<file path="config.mk">
export PLATFORM = sky130hd
export DESIGN_NAME = guess_game_core
export DESIGN_NICKNAME = d
export VERILOG_FILES = /design/src/rtl/guess_pkg.sv /design/src/rtl/guess_tick_gen.sv /design/src/rtl/guess_game_core.sv
export SDC_FILE = /design/constraint.sdc
export NUM_CORES = 1
export LEC_CHECK = 0
export ABC_AREA = 1
export CORE_ASPECT_RATIO = 1.4
export CORE_UTILIZATION = 35
export DETAILED_ROUTE_END_ITERATION = 12
export SKIP_CTS_REPAIR_TIMING = 1
export SLEW_MARGIN = 20
export SYNTH_ARGS = -nofsm -noshare
export SYNTH_HDL_FRONTEND = slang
export SYNTH_SLANG_ARGS = --single-unit
</file>
<file path="constraint.sdc">
create_clock -name clk -period 3 [get_ports clk]
set_input_delay 0.6 -clock clk [delete_from_list [all_inputs] [get_ports clk]]
set_output_delay 0.6 -clock clk [all_outputs]
set_load 0.02 [all_outputs]
</file>
<file path="src/rtl/guess_pkg.sv">
`default_nettype none
// +----------------------------------------------------------------------------+
// | Module      : guess_pkg                                                    |
// | Description : Shared state encoding and helpers for the guess game core.   |
// | Revision    : 1.0 - initial release                                        |
// +----------------------------------------------------------------------------+
package guess_pkg;

    localparam int STATE_W = 3;

    typedef enum logic [STATE_W-1:0] {
        IDLE = 3'd0,
        RUN  = 3'd1,
        WIN  = 3'd2,
        LOSE = 3'd3,
        OVER = 3'd4
    } state_t;

    function automatic int clamp_level(input int lvl, input int n_levels);
        return (lvl >= n_levels) ? n_levels - 1 : lvl;
    endfunction

endpackage
`default_nettype wire

</file>
<file path="src/rtl/guess_tick_gen.sv">
`default_nettype none
// +----------------------------------------------------------------------------+
// | Module      : guess_tick_gen                                               |
// | Description : Prescaler emitting a one-cycle tick every 2^(DIV_W-SHIFT*lvl)|
// | Revision    : 1.0 - initial release                                        |
// +----------------------------------------------------------------------------+
module guess_tick_gen #(
    parameter  int DIV_W       = 25,
    parameter  int N_LEVELS    = 4,
    parameter  int LEVEL_SHIFT = 2,
    localparam int LVL_W       = (N_LEVELS > 1) ? $clog2(N_LEVELS) : 1
) (
    input  logic             clk,
    input  logic             reset,
    input  logic             clear,
    input  logic [LVL_W-1:0] lvl,
    output logic             tick
);

    localparam logic [DIV_W-1:0] c_ALL_ONES = {DIV_W{1'b1}};

    logic [DIV_W-1:0] r_cnt;
    logic [DIV_W-1:0] w_last;

    // Terminal count P-1 is simply the all-ones value shortened by the level shift.
    assign w_last = c_ALL_ONES >> (LEVEL_SHIFT * int'(lvl));
    assign tick   = (r_cnt == w_last);

    always_ff @(posedge clk) begin
        if (reset || clear) begin
            r_cnt <= '0;
        end else if (tick) begin
            r_cnt <= '0;
        end else begin
            r_cnt <= r_cnt + 1'b1;
        end
    end

endmodule
`default_nettype wire

</file>
<file path="src/rtl/guess_game_core.sv">
`default_nettype none
// +----------------------------------------------------------------------------+
// | Module      : guess_game_core                                              |
// | Description : Rotating one-hot target game with score, lives and levels.   |
// | Revision    : 1.0 - initial release                                        |
// +----------------------------------------------------------------------------+
import guess_pkg::*;

module guess_game_core #(
    parameter  int N_CH        = 4,
    parameter  int DIV_W       = 25,
    parameter  int N_LEVELS    = 4,
    parameter  int LEVEL_SHIFT = 2,
    parameter  int SCORE_W     = 8,
    parameter  int LIVES       = 3,
    parameter  int HOLD_TICKS  = 2,
    localparam int LVL_W       = (N_LEVELS > 1) ? $clog2(N_LEVELS) : 1
) (
    input  logic               clk,
    input  logic               reset,
    input  logic [N_CH-1:0]    btn,
    input  logic [LVL_W-1:0]   level_sel,
    output logic [N_CH-1:0]    y,
    output logic               win,
    output logic               lose,
    output logic               game_over,
    output logic [SCORE_W-1:0] score,
    output logic [3:0]         lives_left,
    output logic [2:0]         state_o
);

    localparam logic [STATE_W-1:0] c_IDLE = IDLE;
    localparam logic [STATE_W-1:0] c_RUN  = RUN;
    localparam logic [STATE_W-1:0] c_WIN  = WIN;
    localparam logic [STATE_W-1:0] c_LOSE = LOSE;
    localparam logic [STATE_W-1:0] c_OVER = OVER;

    localparam int               HOLD_W    = (HOLD_TICKS > 1) ? $clog2(HOLD_TICKS) : 1;
    localparam logic [N_CH-1:0]  c_Y_FIRST = N_CH'(1);
    localparam logic [HOLD_W-1:0] c_HOLD_LAST = HOLD_W'(HOLD_TICKS - 1);

    logic [STATE_W-1:0] r_state;
    logic [STATE_W-1:0] w_next;
    logic [N_CH-1:0]    r_y;
    logic [N_CH-1:0]    r_btn_q;
    logic [N_CH-1:0]    w_press;
    logic [LVL_W-1:0]   r_lvl;
    logic [LVL_W-1:0]   w_lvl_sel;
    logic [HOLD_W-1:0]  r_hold;
    logic [SCORE_W-1:0] r_score;
    logic [3:0]         r_lives;
    logic               w_tick;
    logic               w_hold_done;

    assign w_press     = btn & ~r_btn_q;
    assign w_lvl_sel   = LVL_W'(clamp_level(int'(level_sel), N_LEVELS));
    assign w_hold_done = w_tick && (r_hold == c_HOLD_LAST);

    // Every state change restarts the prescaler, so RUN shifts and hold periods
    // are both measured from the moment of entry.
    guess_tick_gen #(
        .DIV_W       (DIV_W),
        .N_LEVELS    (N_LEVELS),
        .LEVEL_SHIFT (LEVEL_SHIFT)
    ) u_tick_gen (
        .clk   (clk),
        .reset (reset),
        .clear (w_next != r_state),
        .lvl   (r_lvl),
        .tick  (w_tick)
    );

    always_comb begin
        w_next = r_state;
        case (r_state)
            c_IDLE: if (w_press != '0) w_next = c_RUN;
            c_RUN: begin
                if (w_press == r_y)       w_next = c_WIN;
                else if (w_press != '0)   w_next = c_LOSE;
            end
            c_WIN:  if (w_hold_done) w_next = c_RUN;
            c_LOSE: if (w_hold_done) w_next = (r_lives == 4'd0) ? c_OVER : c_RUN;
            c_OVER: w_next = c_OVER;
            default: w_next = c_IDLE;
        endcase
    end

    always_ff @(posedge clk) begin
        if (reset) begin
            r_state <= c_IDLE;
            r_y     <= '0;
            r_btn_q <= '0;
            r_lvl   <= '0;
            r_hold  <= '0;
            r_score <= '0;
            r_lives <= 4'(LIVES);
        end else begin
            r_state <= w_next;
            r_btn_q <= btn;
            case (r_state)
                c_IDLE: begin
                    if (w_next == c_RUN) begin
                        r_y   <= c_Y_FIRST;
                        r_lvl <= w_lvl_sel;
                    end
                end
                c_RUN: begin
                    // A press wins over a coincident tick: the shift is dropped.
                    if (w_next == c_WIN) begin
                        r_y    <= '1;
                        r_hold <= '0;
                        if (r_score != '1) r_score <= r_score + 1'b1;
                    end else if (w_next == c_LOSE) begin
                        r_y     <= '0;
                        r_hold  <= '0;
                        r_lives <= r_lives - 1'b1;
                    end else if (w_tick) begin
                        r_y <= {r_y[N_CH-2:0], r_y[N_CH-1]};
                    end
                end
                c_WIN, c_LOSE: begin
                    if (w_next == c_RUN) begin
                        r_y   <= c_Y_FIRST;
                        r_lvl <= w_lvl_sel;
                    end else if (w_next == c_OVER) begin
                        r_y <= '0;
                    end else if (w_tick) begin
                        r_hold <= r_hold + 1'b1;
                    end
                end
                default: r_y <= '0;
            endcase
        end
    end

    assign y          = r_y;
    assign win        = (r_state == c_WIN);
    assign lose       = (r_state == c_LOSE);
    assign game_over  = (r_state == c_OVER);
    assign score      = r_score;
    assign lives_left = r_lives;
    assign state_o    = r_state;

endmodule
`default_nettype wire

</file>
# --- Word-level counts from Yosys, hierarchy flattened ---
# Index checks and enable logic that the tools add are counted.
# W data, S select, Z words.
op_classes:
  mux: 20
  shift: 1
  bitwise: 3
  add_sub_neg: 4
  n_eq_ne: 19
  reduce_logical: 14
op_table:
  columns: ["operator", "count"]
  rows:
  - ["$add A25 B1 Y25 const B", 1]
  - ["$eq A25 B25 Y1", 1]
  - ["$shr A25 B3 Y25 const A", 1]
  - ["$mux W4", 6]
  - ["$mux W3", 6]
  - ["$pmux W3 S5", 1]
  - ["$eq A3 B2 Y1 const B", 4]
  - ["$pmux W4 S3", 1]
  - ["$reduce_and A3 Y1", 3]
  - ["$add A8 B1 Y8 const B", 1]
  - ["$ne A2 B2 Y1 const B", 4]
  - ["$ne A8 B8 Y1 const B", 1]
  - ["$eq A3 B1 Y1 const B", 2]
  - ["$eq A3 B3 Y1 const B", 2]
  - ["$ne A3 B3 Y1 const B", 2]
  - ["$mux W1", 5]
  - ["$reduce_and A5 Y1", 1]
  - ["$and A4 B4 Y4", 1]
  - ["$eq A4 B4 Y1", 1]
  - ["$logic_not A4 Y1", 1]
  - ["$ne A4 B4 Y1 const B", 1]
  - ["$not A4 Y4", 1]
  - ["$reduce_bool A4 Y1", 1]
  - ["$reduce_or A2 Y1", 2]
  - ["11 further kinds", 11]
word_totals:
  elab_cells: 69
  ff_bits: 51
  inputBits: 8

# --- Logic depth before layout (Yosys ltp) ---
logic_depth:
  depth_word: 10
  mapped_depth: 16

# --- Hierarchy ---
# Synthesis repeated with hierarchy kept, for this count alone.
hier_totals:
  hier_cells: 421
  hier_area_um2: 2803.9
modules_own_cells:
  columns: ["mod", "seq_area_each_um2", "n_inst", "cells_each", "area_each_um2"]
  rows:
  - ["guess_game_core", 520.5, 1, 216, 1447.6]
  - ["guess_tick_gen", 500.5, 1, 205, 1356.3]

# --- Worst setup path after synthesis ---
# OpenSTA, ideal clock, no wires.
synth_path:
  path_kind: "register to register"
  from: "register r_state[1] (netlist: state_o[1])"
  to: "register u_tick_gen.r_cnt[18]"
  path_slack_ns: 1.008
  synth_period_minus_slack_ns: 1.992
  t_required_ns: 2.938
  t_arrival_ns: 1.930
  stages_incl_launch_ff: 12
  path_buffers: 1
  cell_sequence: "dfxtp_1 inv_1 nor2_1 inv_1 nor2_1 nand2_1 inv_1 nor2_4 nand2_4 nand4_4 buf_6 nor2_2"
synth_via:
  elab_cells_between_ends: 14
synth_rtl:
  columns: ["element", "line", "rtl"]
  rows:
  - ["start: declaration", "guess_game_core.sv:42", "logic [STATE_W-1:0] r_state;"]
  - ["start signal: assignment", "guess_game_core.sv:90", "r_state <= c_IDLE;"]
  - ["start signal: assignment", "guess_game_core.sv:98", "r_state <= w_next;"]
  - ["$eq A3 B2 Y1", null, null]
  - ["via lose", "guess_game_core.sv:25", "output logic lose,"]
  - ["$pmux W3 S5", "guess_game_core.sv:75", "case (r_state)"]
  - ["$ne A3 B3 Y1", "guess_game_core.sv:68", ".clear (w_next != r_state),"]
  - ["$logic_or A1 B1 Y1", "guess_tick_gen.sv:30", "if (reset || clear) begin"]
  - ["$reduce_or A2 Y1 (no line)", null, null]
  - ["end signal: assignment", "guess_tick_gen.sv:35", "r_cnt <= r_cnt + 1'b1;"]
  - ["end: declaration", "guess_tick_gen.sv:22", "logic [DIV_W-1:0] r_cnt;"]
# The timed path passes the listed nets, and every way through them passes these cells.
# A chain may end at the register's enable or synchronous reset.

# --- Worst setup path after layout ---
layout_path:
  from: "register r_state[1] (netlist: state_o[1])"
  to: "output lose"
layout_via:
  elab_chain_len: 1
layout_lines:
  columns: ["element", "line", "rtl"]
  rows:
  - ["$eq A3 B2 Y1", "guess_game_core.sv:138", "assign lose = (r_state == c_LOSE);"]
  - ["end: declaration", "guess_game_core.sv:25", null]
# No other way between the ends.

==> results.sh <==
export IMPL_syn_area_per_cell_um2=6.986
export IMPL_post_drt_wl_per_cell_um=10.86
export IMPL_syn_cell_area_um2=2815
export IMPL_yosys_register_bits=51
export IMPL_core_area_um2=7750
export IMPL_design_die_area_um2=8411
export IMPL_fmax_mhz=386.0
export IMPL_finalSetupTns_ps=0
export IMPL_finalHoldViolCount=0
export IMPL_drive_above_1_share=0.1106
export IMPL_routed_via_count=2455
export IMPL_placed_cell_area_um2=3199
export IMPL_crit_required_ps=2400
export IMPL_fillers=807
export IMPL_cellLeakagePower_nw=1.307
export IMPL_cts_made_buffers=5
export IMPL_cts_sinks=51
export IMPL_status="completed"
export IMPL_synth_fp_nets=414
export IMPL_pin_count=30
export IMPL_reg2reg_setup_slack_ps=630
export IMPL_yosys_warnings=0
export IMPL_ys_async_sr_fraction=0
export IMPL_timing_rr_start="u_tick_gen.r_cnt[0]$_SDFF_PP0_"
export IMPL_setup_worst_path_start_class="flop"
export IMPL_first_iter_violations=70
export IMPL_slew_violations=0
export IMPL_syn2layout_area_growth_pct=17.42
export IMPL_chipWidth_um=77.80
export IMPL_reg2regPathDepth=13
export IMPL_mostFrequentLayoutCells="nand2_1, inv_1, dfxtp_1, nor2_1, clkdlybuf4s50_1"
export IMPL_hpwl_um=4468
export IMPL_ys_flop_type="dfxtp_1"
export IMPL_nets=445
export IMPL_crit_path_max_incr_delay_ps=650
export IMPL_port_buffers=29
export IMPL_grt_use_total=0.1536
export IMPL_first_pass_iters=4
export IMPL_tightest_slew_ps=547.4
export IMPL_grt_overflow=0
export IMPL_die_h_um=108.1
export IMPL_timing_max_cap_violations=0
export IMPL_seqCellArea_um2=1021
export IMPL_grt_pass1_wl_um=10220
export IMPL_crit_path_cell_trace="inv_1, nor2_1, inv_1, nor2_1, clkdlybuf4s50_1"
export IMPL_period_needed_ps=2591
export IMPL_cp_endpoint="lose"
export IMPL_multi_input_area_um2=1511
export IMPL_arrival_ps=1990
export IMPL_r2r_end="u_tick_gen.r_cnt[23]$_SDFF_PP0_"
export IMPL_initial_utilization=0.3633
export IMPL_antennaDiodeCount=0
export IMPL_synth_edf_count=0
export IMPL_clk_pin_slew_ps=90
export IMPL_fin_cells=534
export IMPL_criticalPathCategory="flop to output port"
export IMPL_gp_congestion=0.8564
export IMPL_fin_area_um2=3306
export IMPL_netlist_instances=403
export IMPL_grt_max_degree=26
export IMPL_grt_setup_unrepaired="false"
export IMPL_fin_ws_ps=409.5
export IMPL_final_common_cell="nand2_1"
export IMPL_p_per_area_nw_per_um2=646.5
export IMPL_vias_per_cell=4.597
export IMPL_fp_row_count=38
export IMPL_postRouteAntennaNets=0
export IMPL_cts_tree="yes"
export IMPL_endpoint_kind="output port"
export IMPL_cp_max_fo=5
export IMPL_crit_start="state_o[1]$_SDFF_PP0_"
export IMPL_first_global_vias=2358
export IMPL_clk_latency_ps=310
export IMPL_antenna_found_initial=0
export IMPL_seq_area_frac_synth=0.3627
export IMPL_dp_cells=527
export IMPL_clock_path_buffers=2
export IMPL_cpMaxStageDelayCell="clkdlybuf4s50_1"
export IMPL_min_path_type="flop to flop"
export IMPL_fin_crit_sh=0.8635
export IMPL_utilization=0.4265
export IMPL_ys_types=33
export IMPL_ir_drop_v=0.0004045
export IMPL_remaining_drc_errors=0
export IMPL_clock_skew_ps=6.983
export IMPL_place_ws_ps=80.17
export IMPL_clock_root_buffer="clkbuf_8"
export IMPL_relSlewSlack=0.6344
export IMPL_setup_viol=0
export IMPL_totalWireLength_um=5801
export IMPL_htree_levels=2
-- flip-flops by register name (all words and copies together) (netlist names) --
name / cells
u_tick_gen.r_cnt: 25
score: 8
lives_left: 4
r_btn_q: 4
y: 4
state_o: 3
r_lvl: 2
r_hold: 1
-- layout make-up --
class / instances / area share
inverters: 63 / 0.07154
clock buffers: 5 / 0.02082
flip-flops and latches: 51 / 0.3089
well taps: 100 / 0.03785
clock inverters: 2 / 0.01136
multi-input cells: 282 / 0.4572
repair buffers: 31 / 0.09235
-- through the flow --
stage,power [mW],hold slack (ps)
after floorplan,1.453,423.2
final,2.137,451.5
after CTS,2.170,455.7
after global placement,1.676,433.6
after detailed placement,1.681,441.4
after global routing,2.298,478.8
-- Yosys cell counts (2+ instances only) --
master | instances | area share
buf_6 | 2 | 0.0080
xor2_1 | 22 | 0.068
dfxtp_1 | 51 | 0.36
nand4_1 | 13 | 0.029
nor2_4 | 3 | 0.012
a21oi_1 | 17 | 0.030
o21ai_1 | 3 | 0.0053
clkinv_1 | 2 | 0.0027
nand3_1 | 27 | 0.048
nor4_1 | 3 | 0.0067
ha_1 | 3 | 0.013
nand2_1 | 77 | 0.10
o21ai_0 | 11 | 0.020
nand3_2 | 3 | 0.011
nor2_1 | 50 | 0.067
inv_1 | 61 | 0.081
xnor2_1 | 6 | 0.019
nor3_1 | 5 | 0.0089
nor2_2 | 24 | 0.053
nand2_2 | 4 | 0.0089
or2_2 | 2 | 0.0044
clkbuf_1 | 3 | 0.0040
-- logic make-up (layout without fill, tap and decap cells) --
kind of cell / Yosys count / after routing / synth area share
simple gates: 217 / 217 / 0.3720
buf+inv: 70 / 101 / 0.1004
flops: 51 / 51 / 0.3627
compound gates: 34 / 34 / 0.06444
xor+xnor: 28 / 28 / 0.08711
fa+ha+maj: 3 / 3 / 0.01333
-- worst min-delay path by stage --
stage          slack [ps]  depth (start not counted)                              to                      startpoint
4_1_cts               460                          1  u_tick_gen.r_cnt[0]$_SDFF_PP0_  u_tick_gen.r_cnt[0]$_SDFF_PP0_
3_3_place_gp          430                          1  u_tick_gen.r_cnt[0]$_SDFF_PP0_  u_tick_gen.r_cnt[0]$_SDFF_PP0_
5_1_grt               480                          1  u_tick_gen.r_cnt[0]$_SDFF_PP0_  u_tick_gen.r_cnt[0]$_SDFF_PP0_
3_5_place_dp          440                          1  u_tick_gen.r_cnt[0]$_SDFF_PP0_  u_tick_gen.r_cnt[0]$_SDFF_PP0_
6_report              450                          1  u_tick_gen.r_cnt[0]$_SDFF_PP0_  u_tick_gen.r_cnt[0]$_SDFF_PP0_
2_1_floorplan         420                          1  u_tick_gen.r_cnt[0]$_SDFF_PP0_  u_tick_gen.r_cnt[0]$_SDFF_PP0_
-- where the power goes --
group,switching (mW),internal [mW]
Clock,0.232,0.244
Sequential,0.0847,0.756
Combinational,0.529,0.291
-- critical path, delay by kind of cell (launching register included) --
family                 cells  cell delay, ps
buffers and inverters      3             860
DFF                        1             430
and+or+nand+nor            2             390
-- per-layer routing --
| layer | vias up | wire, um | track usage |
|---|---|---|---|
| met5 | - | 0 | 0 |
| met4 | 0 | 96 | 0.06739 |
| met3 | 6 | 156 | 0.03038 |
| met2 | 27 | 3032 | 0.2781 |
| met1 | 1098 | 2515 | 0.1730 |
| li1 | 1324 | - | - |
Note: power is estimated with default switching activity, not from simulation.
